**config.mk**
```make
export PLATFORM = sky130hd
export DESIGN_NAME = warp_scheduler
export DESIGN_NICKNAME = d
export VERILOG_FILES = /design/src/rtl/warp_scheduler.sv
export SDC_FILE = /design/constraint.sdc
export NUM_CORES = 1
export LEC_CHECK = 0
export ABC_AREA = 0
export ABC_CLOCK_PERIOD_IN_PS = 5600
export BUFFER_PORTS_ARGS = -buffer_cell sky130_fd_sc_hd__buf_2
export CAP_MARGIN = 20
export CORE_MARGIN = 4
export CORE_UTILIZATION = 55
export DETAILED_ROUTE_END_ITERATION = 16
export GPL_TIMING_DRIVEN = 1
export PLACE_DENSITY = 0.89
export SETUP_SLACK_MARGIN = 0.3
export SLEW_MARGIN = 25
export SYNTH_ARGS = -nofsm -noshare
export SYNTH_HDL_FRONTEND = slang
export SYNTH_SLANG_ARGS = --single-unit
```
**constraint.sdc**
```tcl
create_clock -name clk -period 5.6 [get_ports clk]
set_input_delay 1.12 -clock clk [delete_from_list [all_inputs] [get_ports clk]]
set_output_delay 1.12 -clock clk [all_outputs]
set_load 0.02 [all_outputs]
```
**src/rtl/warp_scheduler.sv**
```systemverilog
// -----------------------------------------------------------------------------
// warp_scheduler
//
// Sequences the per-warp pipeline phases of a compute core. It time-multiplexes
// the shared fetch/decode/ALU/LSU datapath between NUM_WARPS warps. After every
// retired instruction it hands the datapath to the next eligible warp in
// round-robin order. When every participating warp has executed a return, it
// reports kernel completion.
//
// Optional feature macro: WARP_SCHED_PERF_EN
//   When defined, the block gains two saturating 32-bit counters:
//   - perf_cycles:  cycles spent busy
//   - perf_retired: UPDATE cycles
//   When undefined, the counters and their ports do not exist.
//
// Ports
//   clk                   in   core clock
//   reset                 in   asynchronous, active-low reset
//   start                 in   single-cycle kernel launch pulse (ignored while busy)
//   warp_participate_mask in   warps taking part in the kernel, sampled on start
//   fetch_valid           in   fetcher holds an instruction for the current warp
//   decoded_mem_access    in   decoded instruction uses the LSU
//   lsu_done              in   LSU finished the current warp's access (pulse)
//   decoded_ret           in   decoded instruction is a return
//   warp_enable           out  one-hot register-file enable of the current warp
//   warp_state            out  phase broadcast to all register files (FSM state)
//   current_warp          out  index of the warp being served
//   busy                  out  kernel running (FETCH through DONE inclusive)
//   done                  out  one-cycle pulse once all participating warps returned
//   perf_cycles           out  (WARP_SCHED_PERF_EN only) busy cycle counter
//   perf_retired          out  (WARP_SCHED_PERF_EN only) UPDATE cycle counter
// -----------------------------------------------------------------------------

package warp_scheduler_pkg;

    typedef enum logic [2:0] {
        WARP_IDLE    = 3'd0,
        WARP_FETCH   = 3'd1,
        WARP_DECODE  = 3'd2,
        WARP_REQUEST = 3'd3,
        WARP_WAIT    = 3'd4,
        WARP_EXECUTE = 3'd5,
        WARP_UPDATE  = 3'd6,
        WARP_DONE    = 3'd7
    } warp_state_t;

endpackage

module warp_scheduler
    import warp_scheduler_pkg::*;
#(
    parameter int NUM_WARPS     = 4,
    parameter int WARP_ID_WIDTH = $clog2(NUM_WARPS)
) (
    input  logic                     clk,
    input  logic                     reset,
    input  logic                     start,
    input  logic [NUM_WARPS-1:0]     warp_participate_mask,
    input  logic                     fetch_valid,
    input  logic                     decoded_mem_access,
    input  logic                     lsu_done,
    input  logic                     decoded_ret,
    output logic [NUM_WARPS-1:0]     warp_enable,
    output warp_state_t              warp_state,
    output logic [WARP_ID_WIDTH-1:0] current_warp,
    output logic                     busy,
    output logic                     done
`ifdef WARP_SCHED_PERF_EN
    ,
    output logic [31:0]              perf_cycles,
    output logic [31:0]              perf_retired
`endif
);

    // Handshake semantics with the datapath.
    // fetch_valid and lsu_done are level/pulse "ready" indications from the
    // fetcher and the LSU. They are sampled only on a rising edge where the
    // scheduler is waiting for them:
    //   - fetch_valid: in an armed FETCH cycle
    //   - lsu_done:    in a WAIT cycle
    // A rising edge with the indication high ends the wait. The indications
    // are ignored in every other phase. The scheduler never back-pressures
    // them; the current phase is the only acknowledgement.

    // Kernel-scoped bookkeeping.
    logic [NUM_WARPS-1:0] mask_q;       // participate mask latched on start
    logic [NUM_WARPS-1:0] retired;      // warps that have executed a return
    logic                 fetch_armed;  // FETCH has spent its first cycle

    // One-hot helper used for warp_enable and the retire bit.
    function automatic logic [NUM_WARPS-1:0] warp_onehot(
        input logic [WARP_ID_WIDTH-1:0] w
    );
        logic [NUM_WARPS-1:0] oh;
        oh    = '0;
        oh[w] = 1'b1;
        return oh;
    endfunction

    // -------------------------------------------------------------------------
    // First warp of a kernel: the lowest-indexed participating warp.
    // first_found is low for an all-zero mask; that kernel goes straight to DONE.
    // -------------------------------------------------------------------------
    logic                     first_found;
    logic [WARP_ID_WIDTH-1:0] first_warp;

    always_comb begin
        first_found = 1'b0;
        first_warp  = '0;
        for (int i = 0; i < NUM_WARPS; i++) begin
            if (!first_found && warp_participate_mask[i]) begin
                first_found = 1'b1;
                first_warp  = WARP_ID_WIDTH'(i);
            end
        end
    end

    // -------------------------------------------------------------------------
    // Retire vector as it will look after the current UPDATE cycle. The next-warp
    // search must use this value, so a warp that returns now is not re-picked.
    // -------------------------------------------------------------------------
    logic [NUM_WARPS-1:0] retired_upd;

    always_comb begin
        retired_upd = retired;
        if (decoded_ret) begin
            retired_upd = retired | warp_onehot(current_warp);
        end
    end

    // -------------------------------------------------------------------------
    // Round-robin next-warp search.
    // The search starts at current_warp+1 and wraps modulo NUM_WARPS; the wrap
    // comes free from the power-of-two index width. The last candidate
    // (offset NUM_WARPS) is the current warp itself, so a lone surviving warp
    // is re-selected.
    // -------------------------------------------------------------------------
    logic                     next_found;
    logic [WARP_ID_WIDTH-1:0] next_warp;
    logic [WARP_ID_WIDTH-1:0] cand;

    always_comb begin
        next_found = 1'b0;
        next_warp  = current_warp;
        cand       = '0;
        for (int i = 1; i <= NUM_WARPS; i++) begin
            cand = current_warp + WARP_ID_WIDTH'(i);
            if (!next_found && mask_q[cand] && !retired_upd[cand]) begin
                next_found = 1'b1;
                next_warp  = cand;
            end
        end
    end

    // -------------------------------------------------------------------------
    // Phase FSM. warp_state is the state register itself. warp_enable, busy,
    // done and current_warp are registered alongside the state transition.
    //
    // FETCH always spends one cycle before fetch_valid is considered. The
    // fetcher needs that cycle to react to the new warp_enable, so a stale
    // fetch_valid belonging to the previous warp cannot be taken. Together
    // with DECODE, REQUEST, EXECUTE and UPDATE, this gives a 6-cycle
    // instruction when fetch_valid is already high.
    // -------------------------------------------------------------------------
    always_ff @(posedge clk or negedge reset) begin
        if (!reset) begin
            warp_state   <= WARP_IDLE;
            current_warp <= '0;
            warp_enable  <= '0;
            busy         <= 1'b0;
            done         <= 1'b0;
            retired      <= '0;
            mask_q       <= '0;
            fetch_armed  <= 1'b0;
        end else begin
            done <= 1'b0;
            case (warp_state)
                WARP_IDLE: begin
                    if (start) begin
                        mask_q  <= warp_participate_mask;
                        retired <= '0;
                        busy    <= 1'b1;
                        if (first_found) begin
                            warp_state   <= WARP_FETCH;
                            current_warp <= first_warp;
                            warp_enable  <= warp_onehot(first_warp);
                            fetch_armed  <= 1'b0;
                        end else begin
                            // Nothing to run: report completion right away.
                            warp_state <= WARP_DONE;
                            done       <= 1'b1;
                        end
                    end
                end

                WARP_FETCH: begin
                    if (!fetch_armed) begin
                        fetch_armed <= 1'b1;
                    end else if (fetch_valid) begin
                        warp_state <= WARP_DECODE;
                    end
                end

                WARP_DECODE: begin
                    warp_state <= WARP_REQUEST;
                end

                WARP_REQUEST: begin
                    if (decoded_mem_access) begin
                        warp_state <= WARP_WAIT;
                    end else begin
                        warp_state <= WARP_EXECUTE;
                    end
                end

                WARP_WAIT: begin
                    if (lsu_done) begin
                        warp_state <= WARP_EXECUTE;
                    end
                end

                WARP_EXECUTE: begin
                    warp_state <= WARP_UPDATE;
                end

                WARP_UPDATE: begin
                    retired <= retired_upd;
                    if (next_found) begin
                        warp_state   <= WARP_FETCH;
                        current_warp <= next_warp;
                        warp_enable  <= warp_onehot(next_warp);
                        fetch_armed  <= 1'b0;
                    end else begin
                        // current_warp keeps the last served warp; only the
                        // enable drops.
                        warp_state  <= WARP_DONE;
                        warp_enable <= '0;
                        done        <= 1'b1;
                    end
                end

                WARP_DONE: begin
                    warp_state <= WARP_IDLE;
                    busy       <= 1'b0;
                end

                default: begin
                    warp_state  <= WARP_IDLE;
                    warp_enable <= '0;
                    busy        <= 1'b0;
                end
            endcase
        end
    end

`ifdef WARP_SCHED_PERF_EN
    // -------------------------------------------------------------------------
    // Performance counters.
    // Both clear on an accepted start, which is only possible while idle.
    // Both hold at all-ones instead of wrapping.
    // -------------------------------------------------------------------------
    always_ff @(posedge clk or negedge reset) begin
        if (!reset) begin
            perf_cycles  <= '0;
            perf_retired <= '0;
        end else if (warp_state == WARP_IDLE && start) begin
            perf_cycles  <= '0;
            perf_retired <= '0;
        end else begin
            if (busy && perf_cycles != 32'hFFFF_FFFF) begin
                perf_cycles <= perf_cycles + 32'd1;
            end
            if (warp_state == WARP_UPDATE && perf_retired != 32'hFFFF_FFFF) begin
                perf_retired <= perf_retired + 32'd1;
            end
        end
    end
`endif

endmodule
```
==> results.yml, run 1 <==
global_route:
  grtUsageMet3_pct: 1.97
  grt_use_met2_pct: 34.6
  grt.total_usage_pct: 21.3
  grt_antenna_before_repair: 0
  grt_max_degree: 21
  grt_remaining_overflow: 0
  grt-busiest-layer: "met2"
  grt_util_met1_pct: 29.0
  grt_pass1_wl_mm: 5.68
  grt_pass1_vias: 1285
cts:
  cts_tree: "yes"
  clockRootBuffer: "clkbuf_4"
  cts_hold_buf: 0
  h-tree-depth: 1
  clock_sink_count: 20
  clock_path_buffers: 2
  clkTransAtPathRegs_ns: 0.10
  cts_buffers: 3
  post-cts-setup-buffers: 0
  clock_latency_ns: 0.29
  ctsResizeCount: 0
critical_path:
  startpoint: "current_warp[0]"
  rr_worst_depth: 8
  cp_slowest_cell: "dfrtp_1"
  worstPathMaxFanout: 20
  reg2reg_to: "warp_enable[1]"
  crit_cells: 8
  cp-start-kind: "flip-flop"
  critPathArrivalTime_ns: 3.32
  r2r_slack_ns: 2.52
  end_kind: "flip-flop"
  critPathTopFamily: "compound AO/OA/AOI/OAI gates"
  path_cells: "inv_1 > ha_1 > and2_4 > or2_1 > a211oi_1 > nor4_1 > o41ai_2 > a41o_1"
  critPathRequiredTime_ns: 5.84
  cp_num_buf_inv: 1
  path_class: "flip-flop to flip-flop"
  max_stage_delay_ns: 0.76
  r2r-start: "current_warp[0]"
  endpoint: "warp_enable[1]"
flow_run:
  maxCapViolations: 0
synthesis:
  synth_edf_count: 0
  avgSynthCellArea_um2: 8.23
  netlist_instances: 171
  synthesis.nets: 186
  ys.warnings.count: 0
  synth_compound_area_share_pct: 29.5
  async_flop_share_pct: 100
  synth.cell_area_mm2: 0.00141
  synth_adder_area_share_pct: 3.56
  synth_cell_types: 47
  synth.mux.area_fraction_pct: 0.711
  ys.flop_type: "dfrtp_1"
  ys_seq_area_share_pct: 35.6
  synthXorXnorAreaFrac_pct: 0
  yosys.area_share.simple_pct: 26.5
  ys_ff_latch: 20
  synth_top_family_by_area: "compound AO/OA/AOI/OAI gates"
floorplan:
  rows: 18
  core-area_mm2: 0.00245
  die_x_um: 58.6
  io_pins: 22
  fp.dieH_um: 58.6
  initial_core_util_pct: 57.3
  dieArea_mm2: 0.00343
final_layout:
  instances_no_fill: 216
  diodes: 0
  fin_nets: 203
  areaGrowthSynthToFinish_pct: 8.62
  fin_util_pct: 62.3
  nFillCells: 205
  drive_above_1_share_pct: 17.7
timing:
  final.setup.tns_ns: 0
  final_hold_viol_count: 0
  whs_ns: 0.497
  fmax_mhz: 325
  fin_crit_sh_pct: 55.0
  maxSlewViolCount: 0
  maxSlewHeadroom_pct: 48.3
  layout_min_cycle_time_ns: 3.08
  rsz0062_at_grt: "false"
  worst_pin_slew_ns: 0.772
  setup_viol: 0
  skew_ns: 0.00113
pwr:
  switchingPower_w: 0.000479
  p_int_w: 0.000443
  power_w: 0.000922
  ir_drop_v: 0.000400
  p_comb_share_pct: 60.8
  power.static_leakage_nw: 0.702
  power.density_mw_per_mm2: 603
  power_switching_share_pct: 51.9
  power_frac_seq_pct: 32.2
  clockPowerShare_pct: 7.0
routing:
  drt_wl_total_mm: 3.45
  first_pass_iters: 4
  first_iter_violations: 142
  ant_nets: 0
  drc: 0
  num_vias: 1380
  routedWlPerCell_um: 16.0
  viasPerCell: 6.39
hold_path:
  min_path_type: "flip-flop to flip-flop"
placement:
  gp_congestion: 0.977
  dp_hpwl_mm: 2.58
  place.port_buffers: 21
  post-place-cells: 213
status:
  status: "completed"
## Yosys cell counts, types with 2 or more instances
cell type / number / share of area [%]
o21ai_0: 5 / 1.8
and2_2: 2 / 1.1
buf_2: 2 / 0.71
o22ai_1: 4 / 1.8
o221ai_1: 2 / 1.2
nor4_1: 2 / 0.89
ha_1: 4 / 3.6
a31oi_1: 2 / 0.89
a22oi_1: 2 / 1.1
nand2_1: 28 / 7.5
nand2b_1: 6 / 2.7
nor2b_1: 4 / 1.8
clkbuf_1: 6 / 1.6
nor2_1: 16 / 4.3
dfrtp_1: 20 / 36
inv_1: 4 / 1.1
o41ai_2: 2 / 2.3
a22o_1: 2 / 1.2
a21oi_1: 22 / 7.8
nor3_1: 5 / 1.8
nand3_1: 3 / 1.1
a2111oi_0: 2 / 1.2
a41o_1: 2 / 1.4
## worst min path at each step
stage,slack (ns),cells past startpoint,start,endpoint
2_1_floorplan,0.44,2,mask_q[1],mask_q[1]
3_3_place_gp,0.47,2,mask_q[1],mask_q[1]
3_5_place_dp,0.48,2,mask_q[1],mask_q[1]
4_1_cts,0.50,2,mask_q[1],mask_q[1]
5_1_grt,0.53,2,mask_q[1],mask_q[1]
6_report,0.50,2,mask_q[1],mask_q[1]
## area by class of cell
type                       instances  area (um^2)  area share, %
multi-input combinational        138          848           55.5
sequential                        20          500           32.7
timing repair buffer              21          105           6.87
tap                               30         37.5           2.45
clock buffer                       3         22.5           1.47
inverter                           4         15.0          0.982
## state kept, by name (all words and copies together), names as in the netlist
register      cells
mask_q            4
current_warp      2
busy              1
fetch_armed       1
warp_state        3
warp_enable       4
retired           4
done              1
## metrics by stage
step	area, um^2	setup WS, ns
6_report	1530	2.52
5_1_grt	1530	2.37
4_1_cts	1530	2.61
3_5_place_dp	1510	2.52
3_3_place_gp	1510	2.60
2_1_floorplan	1410	2.76
## metal layers
layer  part of all wire [%]  vias to the layer above  wire length, um
met3                    7.0                        7              240
li1                       -                      663                -
met5                      0                        -                0
met1                     40                      648             1390
met2                     51                       62             1750
met4                    1.9                        0               66
## cell families after synthesis
| kind of cell | Yosys count |
|---|---|
| buffers and inverters | 13 |
| DFF | 20 |
| and+or+nand+nor | 76 |
| adders and majority gates | 4 |
| AOI/OAI and AO/OA | 57 |
| muxes | 1 |
## layout by cell type (no fill, tap or decap), types with 2 or more instances in the layout
cell type and count:
a2111oi_0 2, nand2b_1 6, nand3_1 3, nand2_1 28
nor2_1 16, a41o_1 2, dfrtp_1 20, a22oi_1 2
nor4_1 2, clkbuf_4 3, o22ai_1 4, o41ai_2 2
o221ai_1 2, buf_2 21, and2_2 2, a31oi_1 2
a22o_1 2, ha_1 4, nor3_1 5, a21oi_1 22
o21ai_0 5, nor2b_1 4, inv_1 4
## power by group through the flow
stage                Clock, W  Combinational [W]  Sequential, W
floorplan                   0           0.000443       0.000281
global placement            0           0.000530       0.000293
detailed placement          0           0.000552       0.000297
CTS                 0.0000662           0.000555       0.000294
global route        0.0000742           0.000620       0.000311
finish              0.0000649           0.000560       0.000297
## worst min-delay path, stage by stage, from the launching register on
cell     delay, ns
dfrtp_1       0.37
nand2_1       0.05
nand2_1       0.05
No activity file was read; power rests on OpenSTA's default activity.
==> run 2, diff against run 1 <==
--- a/config.mk
+++ b/config.mk
@@ -6,14 +6,14 @@
 export NUM_CORES = 1
 export LEC_CHECK = 0
 export ABC_AREA = 0
-export ABC_CLOCK_PERIOD_IN_PS = 5600
+export ABC_CLOCK_PERIOD_IN_PS = 2700
 export BUFFER_PORTS_ARGS = -buffer_cell sky130_fd_sc_hd__buf_2
 export CAP_MARGIN = 20
 export CORE_MARGIN = 4
-export CORE_UTILIZATION = 55
+export CORE_UTILIZATION = 50
 export DETAILED_ROUTE_END_ITERATION = 16
 export GPL_TIMING_DRIVEN = 1
-export PLACE_DENSITY = 0.89
+export PLACE_DENSITY = 0.86
 export SETUP_SLACK_MARGIN = 0.3
 export SLEW_MARGIN = 25
 export SYNTH_ARGS = -nofsm -noshare
==> constraint.sdc (replaced) <==
create_clock -name clk -period 2.7 [get_ports clk]
set_input_delay 0.54 -clock clk [delete_from_list [all_inputs] [get_ports clk]]
set_output_delay 0.54 -clock clk [all_outputs]
set_load 0.02 [all_outputs]
==> results.yml, run 2 (same netlist as run 1, synthesis figures left out) <==
final_layout:
  reg_top3: "mask_q x4, retired x4, warp_enable x4"
  drive_above_1_share_pct: 30.7
  areaGrowthSynthToFinish_pct: 21.6
  diodes: 0
  fin_nets: 216
  final_cell_mix: "27 x nand2_1, 21 x a21oi_1, 21 x buf_2"
  final_common_cell: "nand2_1"
floorplan:
  rows: 18
  core-area_mm2: 0.00259
  initial_core_util_pct: 54.3
  dieArea_mm2: 0.00373
  io_pins: 22
  die_x_um: 61.1
  fp.dieH_um: 61.1
critical_path:
  critPathRequiredTime_ns: 2.89
  path_class: "flip-flop to flip-flop"
  endpoint: "warp_enable[0]"
  worstPathMaxFanout: 8
  startpoint: "current_warp[1]"
  reg2reg_to: "warp_enable[0]"
  critPathArrivalTime_ns: 2.57
  r2r_slack_ns: 0.32
  rr_worst_depth: 8
  r2r-start: "current_warp[1]"
  cp-start-kind: "flip-flop"
  end_kind: "flip-flop"
timing:
  skew_ns: 0.00518
  layout_min_cycle_time_ns: 2.38
  finalWorstSetupSlack_ns: 0.318
  fmax_mhz: 420
  worst_pin_slew_ns: 0.485
  fin_crit_sh_pct: 88.2
  maxSlewViolCount: 0
  final.setup.tns_ns: 0
  rsz0062_at_grt: "true"
  final_hold_viol_count: 0
  maxSlewHeadroom_pct: 67.6
  setup_viol: 0
routing:
  routedWlPerCell_um: 16.5
  drt_wl_total_mm: 3.78
  viasPerCell: 6.25
  num_vias: 1432
  first_iter_violations: 93
  drc: 0
  first_pass_iters: 4
  ant_nets: 0
pwr:
  power_frac_seq_pct: 26.1
  p_int_w: 0.00111
  power_switching_share_pct: 50.6
  switchingPower_w: 0.00114
  clockPowerShare_pct: 6.0
  power.density_mw_per_mm2: 1310
  p_comb_share_pct: 67.9
  ir_drop_v: 0.000834
  power.static_leakage_nw: 0.775
cts:
  clkTransAtPathRegs_ns: 0.10
  clock_path_buffers: 2
  clock_latency_ns: 0.29
  clock_sink_count: 20
  h-tree-depth: 1
  cts_tree: "yes"
  clockRootBuffer: "clkbuf_4"
  cts_hold_buf: 0
  cts_buffers: 3
global_route:
  grt.total_usage_pct: 21.4
  grt_pass1_wl_mm: 6.07
  grt_antenna_before_repair: 0
  grt_pass1_vias: 1280
  grt_remaining_overflow: 0
  grt_max_degree: 21
placement:
  dp_hpwl_mm: 2.64
  place.port_buffers: 21
  gp_congestion: 0.957
  pre_cts_ws_ns: 0.166
flow_run:
  maxCapViolations: 0
hold_path:
  min_path_type: "primary input to asynchronous set/reset pin"
status:
  status: "completed"
## run 2: changes by cell type in the layout (fill, tap and decap cells not counted), moves of 2 or more
| cell | delta |
|---|---|
| dfrtp_1 | -2 |
| nor2_1 | -2 |
| a2111oi_1 | +2 |
| dfrtp_2 | +2 |
| buf_4 | +13 |
| a2111oi_0 | -2 |
| inv_1 | -2 |
## run 2: worst min-delay path by stage
stage / startpoint / cells past startpoint / slack, ns / endpoint
global placement: mask_q[1] / 2 / 0.47 / mask_q[1]
global route: reset / 1 / 0.19 / retired[3]
floorplan: reset / 0 / 0.24 / busy
finish: reset / 1 / 0.17 / busy
CTS: reset / 1 / 0.18 / mask_q[1]
detailed placement: mask_q[1] / 2 / 0.47 / mask_q[1]
## run 2: metrics by stage
stage	power (W)	cells	area, um^2	util, %	hold slack, ns
finish	0.00225	229	1710	66.1	0.174
global route	0.00242	229	1710	66.1	0.187
CTS	0.00210	224	1640	63.1	0.184
detailed placement	0.00188	216	1560	60.3	0.474
global placement	0.00183	216	1560	60.3	0.467
floorplan	0.00161	171	1460	-	0.244
## run 2: layout make-up
type                    count  area, um^2
clock buffers               3        22.5
fillers                   216         878
inverters                   4        22.5
multi-input cells         138         923
flip-flops and latches     20         503
well taps                  30        37.5
repair buffers             34         203
## run 2: critical path: stages (launching register included)
cell and delay (ns):
dfrtp_2 0.45, inv_4 0.07, ha_4 0.16, and2_4 0.14, or2_4 0.26, or3_4 0.40, a2111oi_4 0.36, o41ai_4 0.17
a41o_1 0.26
## run 2: power by group through the flow
stage	Sequential (W)	Combinational [W]	Clock (W)
2_1_floorplan	0.000589	0.00102	0
3_3_place_gp	0.000604	0.00123	0
3_5_place_dp	0.000613	0.00127	0
4_1_cts	0.000579	0.00138	0.000136
5_1_grt	0.000609	0.00166	0.000151
6_report	0.000587	0.00153	0.000135
## run 2: what timing repair did
action | 4_1_cts | 5_1_grt
pin swaps | 0 | 2
gates resized for setup | 4 | 9
setup endpoints to repair | 5 | 5
setup buffers | 5 | 5
## run 2: per-layer routing
metal	vias to the layer above	wire, um	global-route usage, %
met2	60	1810	34.6
met1	678	1690	30.3
met5	-	0	0
met4	0	36	5.88
met3	5	247	2.73
li1	689	-	-
==> run 3, diff against run 2 <==
--- a/config.mk
+++ b/config.mk
@@ -5,7 +5,7 @@
 export SDC_FILE = /design/constraint.sdc
 export NUM_CORES = 1
 export LEC_CHECK = 0
-export ABC_AREA = 0
+export ABC_AREA = 1
 export ABC_CLOCK_PERIOD_IN_PS = 2700
 export BUFFER_PORTS_ARGS = -buffer_cell sky130_fd_sc_hd__buf_2
 export CAP_MARGIN = 20
@@ -13,7 +13,8 @@
 export CORE_UTILIZATION = 50
 export DETAILED_ROUTE_END_ITERATION = 16
 export GPL_TIMING_DRIVEN = 1
-export PLACE_DENSITY = 0.86
+export HOLD_SLACK_MARGIN = 0.02
+export PLACE_DENSITY = 0.85
 export SETUP_SLACK_MARGIN = 0.3
 export SLEW_MARGIN = 25
 export SYNTH_ARGS = -nofsm -noshare
==> results.yml, run 3 <==
routing:
  drt_wl_total_mm: 3.19
  ant_nets: 0
  routedWlPerCell_um: 12.4
  first_iter_violations: 91
  first_pass_iters: 4
  viasPerCell: 5.34
  drc: 0
  num_vias: 1372
synthesis:
  ys_ff_latch: 20
  synth.top_cell.area_share_pct: 35.1
  netlist_instances: 204
  ys.flop_type: "dfrtp_1"
  ys_seq_area_share_pct: 35.1
  synth.cell_area_mm2: 0.00143
  yosysMostFrequentCell: "nand2_1"
  synthesis.nets: 219
  synth_top_area_cell: "dfrtp_1"
  synth_commonest_cells: "48 x nand2_1, 25 x inv_1, 25 x nor2_1"
  synth_cell_types: 28
  async_flop_share_pct: 100
  avgSynthCellArea_um2: 6.99
  synth_edf_count: 0
  synth_area_leaders: "dfrtp_1 35%, nand2_1 13%, inv_1 6.6%"
  ys.warnings.count: 0
final_layout:
  reg_top3: "mask_q x4, retired x4, warp_enable x4"
  final_cell_area_mm2: 0.00160
  instances_no_fill: 257
  diodes: 0
  fin_util_pct: 58.4
  fin_nets: 242
  drive_above_1_share_pct: 24.8
  final_cell_mix: "48 x nand2_1, 25 x inv_1, 25 x nor2_1"
  nFillCells: 263
  final_common_cell: "nand2_1"
  areaGrowthSynthToFinish_pct: 12.0
critical_path:
  cp_slowest_cell: "dfrtp_1"
  path_cells: "inv_1 > ha_1 > nand2_2 > nand3_1 > nand4_1 > nor2_2 > nand2_1 > nand3_1 > nor2_1 > nor2_1 > nor2_1"
  critPathRequiredTime_ns: 2.91
  critPathArrivalTime_ns: 2.27
  r2r_slack_ns: 0.64
  cp-start-kind: "flip-flop"
  path_class: "flip-flop to flip-flop"
  max_stage_delay_ns: 0.49
  worstPathMaxFanout: 7
  end_kind: "flip-flop"
  crit_top_cell: "nor2_1"
placement:
  gp_congestion: 0.865
  post-place-cells: 253
  dpl-instance-area_mm2: 0.00154
  place.port_buffers: 21
  dp_hpwl_mm: 2.53
global_route:
  grt.total_usage_pct: 19.4
  grt_pass1_vias: 1285
  grt_max_degree: 21
  grt_antenna_before_repair: 0
  grt_pass1_wl_mm: 5.51
  grt_remaining_overflow: 0
timing:
  final_hold_viol_count: 0
  fin_crit_sh_pct: 76.1
  worst_pin_slew_ns: 0.713
  skew_ns: 0.00206
  layout_min_cycle_time_ns: 2.06
  rsz0062_at_grt: "false"
  setup_viol: 0
  whs_ns: 0.157
  maxSlewViolCount: 0
  fmax_mhz: 487
  maxSlewHeadroom_pct: 52.3
  final.setup.tns_ns: 0
flow_run:
  maxCapViolations: 0
floorplan:
  die_x_um: 61.4
  io_pins: 22
  initial_core_util_pct: 52.1
  core-area_mm2: 0.00273
  dieArea_mm2: 0.00377
  rows: 19
  fp.dieH_um: 61.4
cts:
  cts_hold_buf: 0
  h-tree-depth: 1
  ctsResizeCount: 0
  clock_latency_ns: 0.30
  clkTransAtPathRegs_ns: 0.12
  cts_tree: "yes"
  clock_sink_count: 20
  clock_path_buffers: 2
  cts_buffers: 3
  post-cts-setup-buffers: 0
  clockRootBuffer: "clkbuf_4"
pwr:
  ir_drop_v: 0.000809
  power.static_leakage_nw: 0.844
  power.density_mw_per_mm2: 1350
status:
  status: "completed"
hold_path:
  min_path_type: "primary input to asynchronous set/reset pin"
## run 3: cell count changes after synthesis, sizes merged, moves of 4 or more
cell / previous run / this run
a21oi: 22 / 6
and2: 4 / 0
clkbuf: 6 / 1
inv: 4 / 30
nand2: 28 / 58
nand2b: 6 / 0
nand3: 3 / 20
nor2: 16 / 29
nor2b: 4 / 0
nor3: 6 / 0
o21ai: 5 / 13
## run 3: worst max-delay path: cells and delay by family, from the launching register on
kind          cells  cell delay, ns
fa+ha+maj         1            0.20
buf+inv           1            0.22
flops             1            0.49
simple gates      9            1.04
## run 3: worst paths after layout
kind | start | endpoint | depth (start not counted)
min in group clk | warp_participate_mask[1] | mask_q[1] | 3
max reg2reg | current_warp[1] | warp_enable[0] | 11
max in group asynchronous | reset | current_warp[0] | 1
min | reset | retired[2] | 1
min reg2reg | fetch_armed | fetch_armed | 2
max | current_warp[1] | warp_enable[0] | 11
## run 3: kinds of logic (layout without fill, tap and decap cells)
logic type,count (synthesis),count (layout),share of synthesized area (%)
flops,20,20,35.1
compound gates,29,29,11.9
buf+inv,34,56,10.0
fa+ha+maj,4,4,3.51
simple gates,117,117,39.4
## run 3: power breakdown
part | switching, W | internal [W] | total, W
Clock | 0.0000979 | 0.000150 | 0.000248
Sequential | 0.000118 | 0.000434 | 0.000551
Combinational | 0.000893 | 0.000463 | 0.00136
Total | 0.00111 | 0.00105 | 0.00216
## run 3: routing by layer
layer,up-vias,GRT usage [%],wire [um]
met5,-,0,0
met4,0,8.79,47
met3,8,2.52,163
met2,40,30.2,1420
met1,625,27.0,1560
li1,699,-,-
## run 3: final cells by class
class | count | area [um^2] | share of cell area, %
Multi-Input combinational cell | 150 | 782 | 49.0
Sequential cell | 20 | 502 | 31.4
Inverter | 31 | 116 | 7.29
Timing Repair Buffer | 21 | 105 | 6.58
Tap cell | 31 | 38.8 | 2.43
Clock inverter | 1 | 30.0 | 1.88
Clock buffer | 3 | 22.5 | 1.41
## run 3: through the flow
stage	setup slack (ns)	total power, W
CTS	0.521	0.00216
global placement	0.610	0.00188
finish	0.645	0.00216
global route	0.434	0.00240
detailed placement	0.558	0.00191
floorplan	0.827	0.00161
